## config.mk

```make
export PLATFORM = sky130hd
export DESIGN_NAME = tx_24bits_flat
export DESIGN_NICKNAME = d
export VERILOG_FILES = /design/src/rtl/car_uart_pkg.sv /design/src/rtl/tx_24bits_if.sv /design/src/rtl/uart_baud_gen.sv /design/src/rtl/tx_24bits.sv /design/src/flat_wrapper.sv
export SDC_FILE = /design/constraint.sdc
export NUM_CORES = 1
export LEC_CHECK = 0
export CELL_PAD_IN_SITES_DETAIL_PLACEMENT = 1
export CELL_PAD_IN_SITES_GLOBAL_PLACEMENT = 2
export CORE_AREA = 2 2 70 99
export CTS_CLUSTER_DIAMETER = 50
export CTS_CLUSTER_SIZE = 10
export DETAILED_ROUTE_END_ITERATION = 10
export DIE_AREA = 0 0 72 101
export PLACE_DENSITY = 0.9
export RECOVER_POWER = 100
export SYNTH_ARGS = -nofsm -noshare
export SYNTH_HDL_FRONTEND = slang
export SYNTH_SLANG_ARGS = --single-unit
```

## constraint.sdc

```tcl
create_clock -name CLK -period 4.6 [get_ports CLK]
set_input_delay 0.69 -clock CLK [delete_from_list [all_inputs] [get_ports CLK]]
set_output_delay 0.69 -clock CLK [all_outputs]
set_load 0.02 [all_outputs]
```

## src/rtl/car_uart_pkg.sv

```systemverilog
// car_uart_pkg
// Shared definitions for the 24-bit UART frame transmitter:
//   - uart_state_e : transmitter FSM states
//   - SYNC_NIBBLE  : marker nibble carried in the top half of byte0
//   - FRAME_BYTES  : number of UART bytes per frame
//   - PAYLOAD_W    : width of the request payload
//   - clks_per_bit : clock cycles per serial bit for a clock/baud pair
//   - frame_byte   : selects byte 0..2 of a frame from the payload
package car_uart_pkg;

  typedef enum logic [1:0] {
    IDLE  = 2'd0,
    START = 2'd1,
    DATA  = 2'd2,
    STOP  = 2'd3
  } uart_state_e;

  localparam logic [3:0] SYNC_NIBBLE = 4'hA;
  localparam int         FRAME_BYTES = 3;
  localparam int         PAYLOAD_W   = 20;

  // Integer division truncates, so this is floor(clk_freq / baud).
  function automatic int clks_per_bit(input int clk_freq, input int baud);
    return clk_freq / baud;
  endfunction

  // Byte0 carries the sync nibble ahead of the top four payload bits.
  function automatic logic [7:0] frame_byte(input logic [PAYLOAD_W-1:0] data,
                                            input logic [1:0]           idx);
    logic [7:0] b;
    case (idx)
      2'd0:    b = {SYNC_NIBBLE, data[19:16]};
      2'd1:    b = data[15:8];
      2'd2:    b = data[7:0];
      default: b = 8'hFF;
    endcase
    return b;
  endfunction

endpackage

```

## src/rtl/tx_24bits_if.sv

```systemverilog
// tx_24bits_if
// Request/line bundle of the 24-bit UART transmitter.
//   tx_data [19:0] : payload ([19:10] control_x, [9:0] control_y)
//   tx_vld         : request to send tx_data as one frame
//   tx_rdy         : transmitter can accept a request
//   tx             : serial line, idle high
//   tx_done        : one-cycle pulse when the final stop bit completes
// master = requester side, slave = transmitter side.
interface tx_24bits_if;

  logic [car_uart_pkg::PAYLOAD_W-1:0] tx_data;
  logic                               tx_vld;
  logic                               tx_rdy;
  logic                               tx;
  logic                               tx_done;

  modport master (
    output tx_data,
    output tx_vld,
    input  tx_rdy,
    input  tx,
    input  tx_done
  );

  modport slave (
    input  tx_data,
    input  tx_vld,
    output tx_rdy,
    output tx,
    output tx_done
  );

endinterface

```

## src/rtl/uart_baud_gen.sv

```systemverilog
// uart_baud_gen
// Bit-time divider: while enabled, bit_tick is high for one cycle every
// CLKS_PER_BIT cycles. clear restarts the count so the following bit is
// full length.
//   CLK      : clock, rising edge
//   RST      : synchronous reset, active-low
//   clear    : restart count from zero (frame start)
//   enable   : count while a frame is in progress
//   bit_tick : last cycle of the current bit time
module uart_baud_gen #(
  parameter int CLKS_PER_BIT = 16
) (
  input  logic CLK,
  input  logic RST,
  input  logic clear,
  input  logic enable,
  output logic bit_tick
);

  localparam int              CNT_W   = (CLKS_PER_BIT > 1) ? $clog2(CLKS_PER_BIT) : 1;
  localparam logic [CNT_W-1:0] CNT_MAX = CNT_W'(CLKS_PER_BIT - 1);

  logic [CNT_W-1:0] cnt_r;

  // Baud counter 0..CLKS_PER_BIT-1, wrapping at the end of each bit.
  always_ff @(posedge CLK) begin
    if (!RST) begin
      cnt_r <= {CNT_W{1'b0}};
    end else if (clear) begin
      cnt_r <= {CNT_W{1'b0}};
    end else if (enable) begin
      if (cnt_r == CNT_MAX) begin
        cnt_r <= {CNT_W{1'b0}};
      end else begin
        cnt_r <= cnt_r + CNT_W'(1);
      end
    end else begin
      cnt_r <= cnt_r;
    end
  end

  assign bit_tick = enable && !clear && (cnt_r == CNT_MAX);

endmodule

```

## src/rtl/tx_24bits.sv

```systemverilog
// tx_24bits
// Sends a 20-bit payload as three back-to-back 8N1 UART bytes:
//   byte0 = {4'hA, tx_data[19:16]}, byte1 = tx_data[15:8], byte2 = tx_data[7:0].
// A request is taken when tx_vld and tx_rdy are both high; the start bit of
// byte0 appears on the following cycle. All outputs are registered.
//   CLK, RST : clock and synchronous active-low reset
//   bus      : tx_24bits_if.slave (tx_data, tx_vld, tx_rdy, tx, tx_done)
//   CLK_FREQ : clock frequency in Hz;  BAUD : bit rate in bit/s
module tx_24bits
  import car_uart_pkg::*;
#(
  parameter int CLK_FREQ = 100_000_000,
  parameter int BAUD     = 9600
) (
  input  logic         CLK,
  input  logic         RST,
  tx_24bits_if.slave   bus
);

  localparam int CLKS_PER_BIT = clks_per_bit(CLK_FREQ, BAUD);

  uart_state_e          state_r, state_nxt_s;
  logic [PAYLOAD_W-1:0] data_r, data_nxt_s;
  logic [2:0]           bit_idx_r, bit_idx_nxt_s;
  logic [1:0]           byte_idx_r, byte_idx_nxt_s;
  logic                 tx_r, tx_nxt_s;
  logic                 tx_rdy_r, tx_rdy_nxt_s;
  logic                 tx_done_r, tx_done_nxt_s;
  logic                 accept_s;
  logic                 bit_tick_s;
  logic                 baud_en_s;
  logic [7:0]           cur_byte_s;

  assign accept_s   = (state_r == IDLE) && tx_rdy_r && bus.tx_vld;
  assign baud_en_s  = (state_r != IDLE);
  assign cur_byte_s = frame_byte(data_r, byte_idx_r);

  uart_baud_gen #(
    .CLKS_PER_BIT (CLKS_PER_BIT)
  ) u_baud_gen (
    .CLK      (CLK),
    .RST      (RST),
    .clear    (accept_s),
    .enable   (baud_en_s),
    .bit_tick (bit_tick_s)
  );

  // State, counters, payload and registered outputs.
  always_ff @(posedge CLK) begin
    if (!RST) begin
      state_r    <= IDLE;
      data_r     <= {PAYLOAD_W{1'b0}};
      bit_idx_r  <= 3'd0;
      byte_idx_r <= 2'd0;
      tx_r       <= 1'b1;
      tx_rdy_r   <= 1'b0;
      tx_done_r  <= 1'b0;
    end else begin
      state_r    <= state_nxt_s;
      data_r     <= data_nxt_s;
      bit_idx_r  <= bit_idx_nxt_s;
      byte_idx_r <= byte_idx_nxt_s;
      tx_r       <= tx_nxt_s;
      tx_rdy_r   <= tx_rdy_nxt_s;
      tx_done_r  <= tx_done_nxt_s;
    end
  end

  // Next-state logic; tx is computed one cycle ahead so the line is a flop.
  always_comb begin
    state_nxt_s    = state_r;
    data_nxt_s     = data_r;
    bit_idx_nxt_s  = bit_idx_r;
    byte_idx_nxt_s = byte_idx_r;
    tx_nxt_s       = tx_r;
    tx_rdy_nxt_s   = tx_rdy_r;
    tx_done_nxt_s  = 1'b0;

    case (state_r)
      IDLE: begin
        tx_nxt_s     = 1'b1;
        tx_rdy_nxt_s = 1'b1;
        if (accept_s) begin
          state_nxt_s    = START;
          data_nxt_s     = bus.tx_data;
          bit_idx_nxt_s  = 3'd0;
          byte_idx_nxt_s = 2'd0;
          tx_nxt_s       = 1'b0;
          tx_rdy_nxt_s   = 1'b0;
        end else begin
          state_nxt_s = IDLE;
        end
      end

      START: begin
        if (bit_tick_s) begin
          state_nxt_s   = DATA;
          bit_idx_nxt_s = 3'd0;
          tx_nxt_s      = cur_byte_s[0];
        end else begin
          state_nxt_s = START;
        end
      end

      DATA: begin
        if (bit_tick_s) begin
          if (bit_idx_r == 3'd7) begin
            state_nxt_s   = STOP;
            bit_idx_nxt_s = 3'd0;
            tx_nxt_s      = 1'b1;
          end else begin
            bit_idx_nxt_s = bit_idx_r + 3'd1;
            tx_nxt_s      = cur_byte_s[bit_idx_r + 3'd1];
          end
        end else begin
          state_nxt_s = DATA;
        end
      end

      STOP: begin
        if (bit_tick_s) begin
          if (byte_idx_r == 2'(FRAME_BYTES - 1)) begin
            // Frame complete: ready again in the same cycle as the done pulse.
            state_nxt_s    = IDLE;
            byte_idx_nxt_s = 2'd0;
            tx_nxt_s       = 1'b1;
            tx_rdy_nxt_s   = 1'b1;
            tx_done_nxt_s  = 1'b1;
          end else begin
            state_nxt_s    = START;
            byte_idx_nxt_s = byte_idx_r + 2'd1;
            tx_nxt_s       = 1'b0;
          end
        end else begin
          state_nxt_s = STOP;
        end
      end

      default: begin
        state_nxt_s    = IDLE;
        bit_idx_nxt_s  = 3'd0;
        byte_idx_nxt_s = 2'd0;
        tx_nxt_s       = 1'b1;
        tx_rdy_nxt_s   = 1'b0;
      end
    endcase
  end

  assign bus.tx      = tx_r;
  assign bus.tx_rdy  = tx_rdy_r;
  assign bus.tx_done = tx_done_r;

endmodule

```

## src/flat_wrapper.sv

```systemverilog
// flat-port wrapper written by rule: the top's interface ports become plain ports
module tx_24bits_flat import car_uart_pkg::*;
#(
  parameter int CLK_FREQ = 100_000_000,
  parameter int BAUD     = 9600
)
  (CLK, RST, bus_tx_data, bus_tx_vld, bus_tx_rdy, bus_tx, bus_tx_done);
  tx_24bits_if bus_i ();
  input  logic CLK;
  input  logic RST;
  input wire logic [$bits(bus_i.tx_data)-1:0] bus_tx_data;
  input wire logic [$bits(bus_i.tx_vld)-1:0] bus_tx_vld;
  output wire logic [$bits(bus_i.tx_rdy)-1:0] bus_tx_rdy;
  output wire logic [$bits(bus_i.tx)-1:0] bus_tx;
  output wire logic [$bits(bus_i.tx_done)-1:0] bus_tx_done;
  assign bus_i.tx_data = bus_tx_data;
  assign bus_i.tx_vld = bus_tx_vld;
  assign bus_tx_rdy = bus_i.tx_rdy;
  assign bus_tx = bus_i.tx;
  assign bus_tx_done = bus_i.tx_done;
  tx_24bits #(.CLK_FREQ(CLK_FREQ), .BAUD(BAUD)) u_core (.CLK(CLK), .RST(RST), .bus(bus_i));
endmodule
```

# Yosys cells after proc, flatten, opt, wreduce, memory -nomap -nowiden
# Index checks and enable logic that the tools add are counted.
# totals
input_bits	23
register_bits	44
output_inout_bits	3
wordCells	73
# op_classes
n_reduce_logical	17
bitwise	1
mux	30
n_eq_ne	13
addsub	3
n_lt_le_gt_ge	1
# op_table
cell	n
case mux 8 bit (3 select lines)	1
adder 14 x 1 -> 14 bit (second input constant)	1
equality test 14 bit (second input constant)	1
two-way mux 14 bit	1
two-way mux 2 bit	7
two-way mux 3 bit	4
AND reduction 3 bit	4
two-way mux 1 bit	11
case mux 3 bit (3 select lines)	1
!= test 2 x 1 -> 1 bit (second input constant)	4
case mux 2 bit (4 select lines)	1
equality test 2 bit (second input constant)	3
equality test 2 x 1 -> 1 bit (second input constant)	2
logical AND 1 bit	4
logical NOT 2 bit	2
< comparator 3 x 4 -> 1 bit (second input constant)	1
case mux 1 bit (4 select lines)	1
case mux 2 bit (2 select lines)	1
AND reduction 4 bit	1
nonzero test 2 bit	2
adder 3 x 1 -> 3 bit (second input constant)	1
binary-select mux 1 bit (select 3 bit)	1
equality test 3 bit (second input constant)	1
!= test 3 bit (second input constant)	1
other kinds (8)	8

# Longest topological paths before layout
# Gate-level depths: netlist (run 1).
# depth
word_depth	8
mapped_depth	8
ltp_nobuf	8

# Modules after synthesis
# Synthesis (run 1) repeated with hierarchy kept, for this count alone.
# unflattened
cells_unflattened	267
area_unflattened_um2	2130.8
# by_module_without_submodules
mod	instances	area_per_inst_um2	seq_area_each_um2	cells_each
tx_24bits	1	1443.9	600.6	190
uart_baud_gen	1	686.9	280.3	77

# Least setup slack after synthesis (run 1)
# OpenSTA, ideal clock, no wires.
# synth_path
path_type	register to register
start	reg u_core.state_r[0]
end	reg u_core.state_r[0]
required_time_ns	4.530
stages_incl_launch_ff	8
setup_slack_ns	2.683
period_less_slack_ns	1.917
arrival_ns	1.848
setup_time_ns	0.070
n_path_buf	0
path_cell_list	dfxtp_1 -> inv_1 -> ha_1 -> nor2b_1 -> nand4_4 -> or3b_1 -> a221o_1 -> a21oi_1
# synth_between
elab_chain_len	8
word_cells_on_any_way	16
classes_between	eq/ne: 4; mux: 5; reduce/logical: 7
# synth_rtl
element	line_no	source
from (decl)	tx_24bits.sv:22	uart_state_e state_r, state_nxt_s;
from (signal assigned)	tx_24bits.sv:59	state_r <= state_nxt_s;
logical NOT 2 bit	tx_24bits.sv:34, tx_24bits.sv:79	
logical AND 1 bit (2 in series)	tx_24bits.sv:34	assign accept_s = (state_r == IDLE) && tx_rdy_r && bus.tx_vld;
logical NOT 1 bit	uart_baud_gen.sv:42	assign bit_tick = enable && !clear && (cnt_r == CNT_MAX);
logical AND 1 bit (2 in series)	uart_baud_gen.sv:42	
two-way mux 2 bit (on tied branches)	tx_24bits.sv:121, tx_24bits.sv:96, tx_24bits.sv:106	
case mux 2 bit (4 select lines)	tx_24bits.sv:79	case (state_r)
# Several ways; a longest one is shown, not always the timed one.
# A chain may end at the register's enable or synchronous reset.

# Worst setup path in the final report (run 1)
# layout_path
start	reg u_core.state_r[0]
end	reg u_core.u_baud_gen.cnt_r[7]
# layout_between
elab_chain_len	4
word_cells_on_any_way	5
classes_between	reduce/logical: 5
# layout_rtl
element	line_no	source
logical NOT 2 bit	tx_24bits.sv:34	
logical AND 1 bit (2 in series)	tx_24bits.sv:34	
OR reduction 2 bit (no source line)	-	
to (signal assigned)	uart_baud_gen.sv:33	cnt_r <= {CNT_W{1'b0}};
to (signal assigned)	uart_baud_gen.sv:35	cnt_r <= cnt_r + CNT_W'(1);
to (signal assigned)	uart_baud_gen.sv:38	cnt_r <= cnt_r;
to (decl)	uart_baud_gen.sv:23	logic [CNT_W-1:0] cnt_r;
# Several ways; a longest one is shown, not always the timed one.

==> metrics, run 1 <==
setup violators final 0; max-slew violation count 0; first drt pass iteration count 4; htree depth 2; I/O Pins 26; Layout area overhead 18.2%; outcome finished, final reports clean; worst skew pair latency 0.30 ns; CTS tree yes; clock root cell clkbuf_8; pre-CTS WS 1.67 ns; Synthesis Warnings 0; clock sinks 44; Avg Cell Area, Syn 8.57 µm²; final hold viol count 0; quantity of gates resized following cts 0; synthesized area 2230 µm²; # DRC 0; Post-Syn Nets 292; nets@finish 313; Max Cap Violations 0; vias 1871; ys flop type dfxtp_1; worst hold slack 0.470 ns; Worst-Margin Slew 1.11 ns; main area contributors after synthesis dfxtp_1 40%, nand2_1 8.4%, a21boi_0 7.1%; R2R cell count 6; HP Class reg2reg; WL/cell 14.4 µm; Layout Skew 0.00948 ns; initial antenna violation count 0; Worst EP required 4.82 ns; cts bufs inserted 5; startpoint types register; synthesized netlist cell count 260; fillers 769; Detail Placement HPWL 3.76 mm; FF/Latch Area 881 µm²; Setup TNS 0 ns; die width 72 µm; Final Power 0.795 mW; DR vias/cell 5.26; Die Area 7270 µm²; CP endpoint kind register; CTS Hold Bufs 0; critical path class reg2reg; sequential area share after synthesis 39.5%; # diodes 0; register bit total from synthesis 44; first-pass GRT wire length 8.91 mm; footprint of the multi-input gates 1250 µm²; Starting Density 34.6%; commonest non-fill, non-tap cell in the layout nand2_1; Synth cell types 49; Pwr Density 302 nW/µm²; Remaining Overflow, GRT 0; antenna viol nets, final 0; fin crit share 64.0%; WL final 5.12 mm; gp weighted congestion 0.785; Leak 0.913 nW; EDFF count, synth 0; largest fanout on the critical path 26; maximum clock frequency 0.340 GHz; most frequent cells in the layout 50 x nand2_1, 44 x dfxtp_1, 25 x nor2_1; worst setup slack after layout 1.66 ns; die height 101 µm; largest net degree at the start of global routing 32; core region area 6440 µm²; CP Data Arrival Time 3.16 ns; via count of the first global-routing pass 1971; row count 35; post-CTS setup buffer count 0; Hold Crit Depth 2; Synth area leader dfxtp_1; CTS max path bufs 2; layout cells sized above 1 6.03%; clock transition at the registers of the reported paths 0.09 ns; Async S/R FF share, synth 0%; Worst VDD drop 0.119 mV; RSZ-0062 raised after global routing false; 1st-iter DRT viols 31; Final min period 2.94 ns; total track usage 15.3%; PortBufs 25; Slew HR 25.9%; share of the synthesized area in the top cell type 39.5%
[logic make-up (layout without fill, tap and decap cells)]
family,Yosys count,count (layout),synth area share (%)
mux,8,8,3.76
simple gates,107,107,24.1
xor+xnor,13,13,5.11
fa+ha+maj,9,9,5.05
flops,44,44,39.5
buf+inv,20,42,3.65
compound gates,59,59,18.8
[worst max-delay path: stages, from the launching register on]
cell	delay (ns)
dfxtp_1	0.43
inv_1	0.11
ha_1	0.38
nand3_1	0.14
clkbuf_1	0.81
o211ai_1	0.73
nor2_1	0.27
[where the power goes]
part	switching, mW	internal, mW	total [mW]	leakage [nW]
Sequential	0.00741	0.392	0.399	0.357
Clock	0.136	0.192	0.328	0.0645
Combinational	0.0332	0.0346	0.0678	0.491
[routing by layer]
metal  up-vias  GRT usage [%]  routed length (µm)
li1        946              -                   -
met2        25           29.8                2810
met5         -              0                   0
met3         6           2.90                 112
met4         0           5.37                  71
met1       894           16.0                2120
[path summary, 6_finish.rpt]
| check | startpoint | end | slack, ns |
|---|---|---|---|
| worst max-delay path | u_core.state_r[0] | u_core.u_baud_gen.cnt_r[7] | 1.66 |
| worst min-delay path | u_core.data_r[12] | u_core.data_r[12] | 0.47 |
| worst max register to register | u_core.state_r[0] | u_core.u_baud_gen.cnt_r[7] | 1.66 |
| worst min register to register | u_core.data_r[12] | u_core.data_r[12] | 0.47 |
[flip-flops by register name (all words and copies together) (netlist names)]
register,flops
u_core.data_r,20
u_core.u_baud_gen.cnt_r,14
u_core.bit_idx_r,3
u_core.byte_idx_r,2
u_core.state_r,2
u_core.bus.tx,1
u_core.bus.tx_done,1
u_core.bus.tx_rdy,1
[synth_stat cells, types with 3 or more instances]
cell and n:
o21ai_0 9, mux2_2 3, nand3_1 6, ha_1 9, a21boi_0 21, nand4_1 3
xnor2_1 4, nor2_1 25, xor2_1 9, inv_1 8, a211oi_1 3, nand2_1 50
mux2i_1 5, a21oi_1 8, nor2b_1 4, clkbuf_1 9, nand2b_1 3, dfxtp_1 44
[stage by stage]
stage	util, %	instances	cell area [µm²]
finish	40.9	356	2640
global route	40.9	356	2640
CTS	41.2	356	2650
detailed placement	39.3	348	2530
global placement	39.3	348	2530
floorplan	-	260	2230
[layout make-up]
class,instances,area share [%]
Timing Repair Buffer,26,9.64
Sequential cell,44,33.4
Multi-Input combinational cell,196,47.5
Inverter,8,1.14
Clock inverter,1,1.14
Tap cell,74,3.51
Clock buffer,7,3.66
Note: power is estimated with default switching activity, not from simulation.
==> inputs of run 2 (changes only) <==
Settings changed: CORE_AREA 2 2 70 99 to 2 2 76 107, DIE_AREA 0 0 72 101 to 0 0 78 109, PLACE_DENSITY 0.9 to 0.82.
Clock period 4.6 ns to 2.6 ns, I/O delays scaled along.
==> metrics, run 2 (synthesis gave the netlist of run 1 again) <==
max reg flops 20 (unchanged); DR vias/cell 4.89 (was 5.26); HP Class reg2reg (unchanged); Final min period 2.15 ns (was 2.94 ns); WL final 5.25 mm (was 5.12 mm); commonest non-fill, non-tap cell in the layout nand2_1 (unchanged); I/O Pins 26 (unchanged); Detail Placement HPWL 4.07 mm (was 3.76 mm); biggest regs u_core.data_r x20, u_core.u_baud_gen.cnt_r x14, u_core.bit_idx_r x3 (unchanged); clock transition at the registers of the reported paths 0.09 ns (about the same); critical path class reg2reg (unchanged); Slew HR 45.4% (was 25.9%); Hold Crit Depth 2 (unchanged); most frequent cells in the layout 50 x nand2_1, 44 x dfxtp_1, 25 x nor2_1 (unchanged); largest fanout on the critical path 12 (was 26); core region area 7610 µm² (was 6440 µm²); Layout area overhead 21.6% (was 18.2%); max-slew violation count 0 (unchanged); vias 1901 (was 1871); total track usage 13.5% (was 15.3%); Worst Hold Endpoint u_core.data_r[12] (unchanged); Leak 0.946 nW (was 0.913 nW); Worst VDD drop 0.245 mV (was 0.119 mV); CP Data Arrival Time 2.34 ns (was 3.16 ns); post-CTS setup buffer count 0 (unchanged); Remaining Overflow, GRT 0 (unchanged); nets@finish 320 (was 313); Hold Startpoint u_core.data_r[12] (unchanged); Pwr Density 503 nW/µm² (was 302 nW/µm²); crit-path cells inv_1, ha_1, clkbuf_1, nand2b_1, o211ai_1, clkbuf_2, nor2_1 (was inv_1, ha_1, nand3_1, clkbuf_1, o211ai_1, nor2_1); fin crit share 82.7% (was 64.0%); die height 109 µm (was 101 µm); cts bufs inserted 5 (unchanged); slowest stage delay, CP 0.42 ns (was 0.81 ns); CTS Hold Bufs 0 (unchanged); via count of the first global-routing pass 1986 (was 1971); worst path buffer plus inverter count 3 (was 2); final hold viol count 0 (unchanged); Max Cap Violations 0 (unchanged); Setup TNS 0 ns (unchanged); Cell Count, Final, Fillers Out 389 (was 356); worst skew pair latency 0.30 ns (about the same); RSZ-0062 raised after global routing false (unchanged); PortBufs 25 (unchanged); pre-CTS WS 0.494 ns (was 1.67 ns); startpoint types register (unchanged); r2r endpoint u_core.u_baud_gen.cnt_r[4] (was u_core.u_baud_gen.cnt_r[7]); antenna viol nets, final 0 (unchanged); clock sinks 44 (unchanged); R2R cell count 7 (was 6); reg2reg start u_core.state_r[0] (unchanged); Inst Count DP 381 (was 348); # DRC 0 (unchanged); layout cells sized above 1 7.96% (was 6.03%); Starting Density 29.3% (was 34.6%); quantity of gates resized following cts 0 (unchanged); CTS tree yes (unchanged); clock root cell clkbuf_8 (unchanged); 1st-iter DRT viols 53 (was 31); first drt pass iteration count 4 (unchanged); die width 78 µm (was 72 µm); Top delay family on crit path buffers and inverters (unchanged); Final Power 1.36 mW (was 0.795 mW); htree depth 2 (unchanged); largest net degree at the start of global routing 21 (was 32); setup violators final 0 (unchanged); CP endpoint kind register (unchanged); Layout Skew 0.00676 ns (was 0.00948 ns); CTS max path bufs 2 (unchanged); slowest stage cell, crit path dfxtp_1 (was clkbuf_1); Die Area 8500 µm² (was 7270 µm²); Worst-Margin Slew 0.819 ns (was 1.11 ns); outcome finished, final reports clean (unchanged); worst setup slack after layout 0.449 ns (was 1.66 ns); gp weighted congestion 0.795 (was 0.785); r2r setup slk 0.45 ns (was 1.66 ns); maximum clock frequency 0.465 GHz (was 0.340 GHz); Top reg by flops u_core.data_r (unchanged); # diodes 0 (unchanged); Worst EP required 2.79 ns (was 4.82 ns); row count 38 (was 35); WL/cell 13.5 µm (was 14.4 µm); initial antenna violation count 0 (unchanged); first-pass GRT wire length 9.14 mm (was 8.91 mm)
[run 2: worst max path at each step]
stage,start,end,cells after the start
after global placement,bus_tx_vld,u_core.bit_idx_r[0],6
after detailed placement,u_core.state_r[0],u_core.state_r[0],7
after CTS,u_core.state_r[0],u_core.state_r[0],7
after global routing,u_core.state_r[0],u_core.u_baud_gen.cnt_r[10],7
final,u_core.state_r[0],u_core.u_baud_gen.cnt_r[4],7
after floorplan,u_core.state_r[0],u_core.state_r[0],7
[run 2: metal layers]
metal / track usage (%) / routed length [µm] / vias up
met5: 0 / 0 / -
met2: 26.4 / 2910 / 20
met1: 14.4 / 2170 / 921
li1: - / - / 956
met4: 4.51 / 72 / 0
met3: 2.48 / 104 / 4
[run 2: per-stage QoR]
step	area [µm²]	utilization [%]	hold slack, ns
floorplan	2230	-	0.440
global placement	2610	34.3	0.453
detailed placement	2610	34.3	0.459
CTS	2720	35.8	0.471
global route	2710	35.6	0.493
finish	2710	35.6	0.468
[run 2: area by class of cell]
cell class	count	area (µm²)
Timing Repair Buffer	33	297
Tap cell	100	125
Multi-Input combinational cell	196	1270
Fill cell	946	4900
Clock inverter	3	42.5
Clock buffer	5	68.8
Inverter	8	30.0
Sequential cell	44	881
[run 2: worst register-to-register path, delay by kind of cell, from the launching register on]
kind	cells	cell delay, ns
buffers and inverters	3	0.66
DFF	1	0.42
adders and majority gates	1	0.30
AOI/OAI and AO/OA	1	0.30
and+or+nand+nor	2	0.37
[run 2: where the power goes]
part	internal (mW)	leakage, nW	switching, mW
registers	0.693	0.357	0.0130
clock network	0.285	0.0541	0.248
logic	0.0645	0.534	0.0609
==> RTL edit, RTL diff (settings of run 2) <==
Encoding of `uart_state_e`: now Gray code (2 bits for 4 states).
--- a/src/rtl/car_uart_pkg.sv
+++ b/src/rtl/car_uart_pkg.sv
@@ -9,10 +9,10 @@
 package car_uart_pkg;
 
   typedef enum logic [1:0] {
-    IDLE  = 2'd0,
-    START = 2'd1,
-    DATA  = 2'd2,
-    STOP  = 2'd3
+    IDLE  = 2'b00,
+    START = 2'b01,
+    DATA  = 2'b11,
+    STOP  = 2'b10
   } uart_state_e;
 
   localparam logic [3:0] SYNC_NIBBLE = 4'hA;
Formal check against the unedited RTL: same outputs for any inputs over 10 cycles, from zero or initial values and one cycle with RST low; not proved beyond that.
==> RTL edit against run 2 <==
Setup slack worse by 140 ps; power is 5.7% lower; sequential cell count stayed put; cell area is 5.2% lower; synthesized cell count is 0.38% lower; synthesized area is 2.4% lower; wire length is 1.8% lower; critical path depth is 1 lower; highest routed layer unchanged.
==> RTL edit: results (changes against run 2) <==
[grt]
grt_max_degree = 24  ; +14%
grt_pass1_wl_um = 8990  ; -1.6%
antenna_found_initial = 0  ; unchanged
grt_usage = 0.131  ; -0.00452
first_global_vias = 1917  ; -3.5%

[synthesis]
yosys_warnings = 0  ; unchanged
synthFlopType = dfxtp_1
synth-compound-area-share = 0.177  ; -0.0115
ys_top_cells_by_count = nand2_1, dfxtp_1, a21boi_0
synthMuxAreaShare = 0.0299  ; -0.00770
ys_seq_area_frac = 0.405  ; +0.00978
synth_area_leaders = dfxtp_1, nand2_1, a21boi_0, nor2_1, xnor2_1
synth_xor_area_frac = 0.0483  ; -0.00276
syn_area_per_cell_um2 = 8.40  ; -2.0%
synth_fa_ha_area_frac = 0.0173  ; -0.0333
syn_nets = 285  ; -2.4%
yosysUniqueCellTypes = 48  ; -2.0%

[worst_setup_path]
reg2reg_depth = 6  ; -1
worstPathMaxFanout = 4  ; -8
cpPeakStageDelay_ps = 490  ; +70 ps
cp_top_family = simple AND/OR/NAND/NOR gates
r2r_slack_ps = 310  ; -140 ps
cp_slowest_cell = or3b_2
worstPathArrival_ps = 2470  ; +130 ps

[detailed_routing]
drt_iter0_drc = 41  ; -23%
totalWireLength_um = 5160  ; -1.8%
post_drt_via_cell_ratio = 4.91  ; +0.55%
post_drt_wl_per_cell_um = 13.5  ; -0.27%

[placed_design]
portBuffers = 25  ; unchanged
place_congestion = 0.779  ; -1.9%
hpwl_um = 3850  ; -5.3%
placedCellCount = 375  ; -1.6%

[sta]
fin_worst_skew_ps = 8.64  ; +1.88 ps
max_slew_margin = 0.600  ; +0.145

[outcome]
status = completed

[final_layout]
drive_gt1_frac = 0.0636  ; -0.0160
antenna_cells = 0  ; unchanged
nNetsFinal = 308  ; -3.8%

[power]
ir_drop_v = 0.000296  ; +21%
p_leak_uw = 0.000821  ; -13%
p_int_uw = 978  ; -6.1%

[min_path]
min_path_type = register to register

[RTL edit: final timing paths]
path                              start               end
max reg2reg  u_core.u_baud_gen.cnt_r[0]     u_core.bus.tx
min                    u_core.data_r[8]  u_core.data_r[8]
min reg2reg            u_core.data_r[8]  u_core.data_r[8]
max          u_core.u_baud_gen.cnt_r[0]     u_core.bus.tx
[RTL edit: power by group through the flow]
stage	sequential [µW]	combinational (µW)	clock, µW
finish	712	130	444
global route	715	147	496
CTS	713	139	467
detailed placement	728	138	0
global placement	728	136	0
floorplan	725	76.4	0
[RTL edit: cell type report]
type / count / area (µm²)
Sequential cell: 44 / 881
Timing Repair Buffer: 31 / 283
Tap cell: 100 / 125
Inverter: 7 / 26.3
Multi-Input combinational cell: 193 / 1160
Fill cell: 947 / 5040
Clock buffer: 8 / 90.1
[RTL edit: per-layer routing]
metal,share of wire,track usage,up-vias
met1,0.43,0.152,904
met3,0.028,0.0240,4
met4,0.0093,0.0351,0
met5,0,0,-
met2,0.53,0.243,26
li1,-,-,948
[RTL edit: logic make-up after synthesis]
| logic type | count (synthesis) |
|---|---|
| xor gates and xnor gates | 12 |
| DFF | 44 |
| muxes | 6 |
| buffers and inverters | 22 |
| AOI/OAI and AO/OA | 52 |
| adders and majority gates | 3 |
| and+or+nand+nor | 120 |
[RTL edit: tightest hold or removal path: cells and delay by family (launching register included)]
family | cells | cell delay [ps]
AND/OR/NAND/NOR | 1 | 50
flip-flops | 1 | 320
AO/OA/AOI/OAI | 1 | 60
[RTL edit: stage by stage]
stage                     instance area [µm²]  hold WS (ps)  setup WS, ps  utilization
after floorplan                          2170           434           470            -
after global placement                   2490           446           455        0.328
after detailed placement                 2490           454           351        0.328
after CTS                                2580           466           298        0.340
after global routing                     2570           488           135        0.338
final                                    2570           467           312        0.338
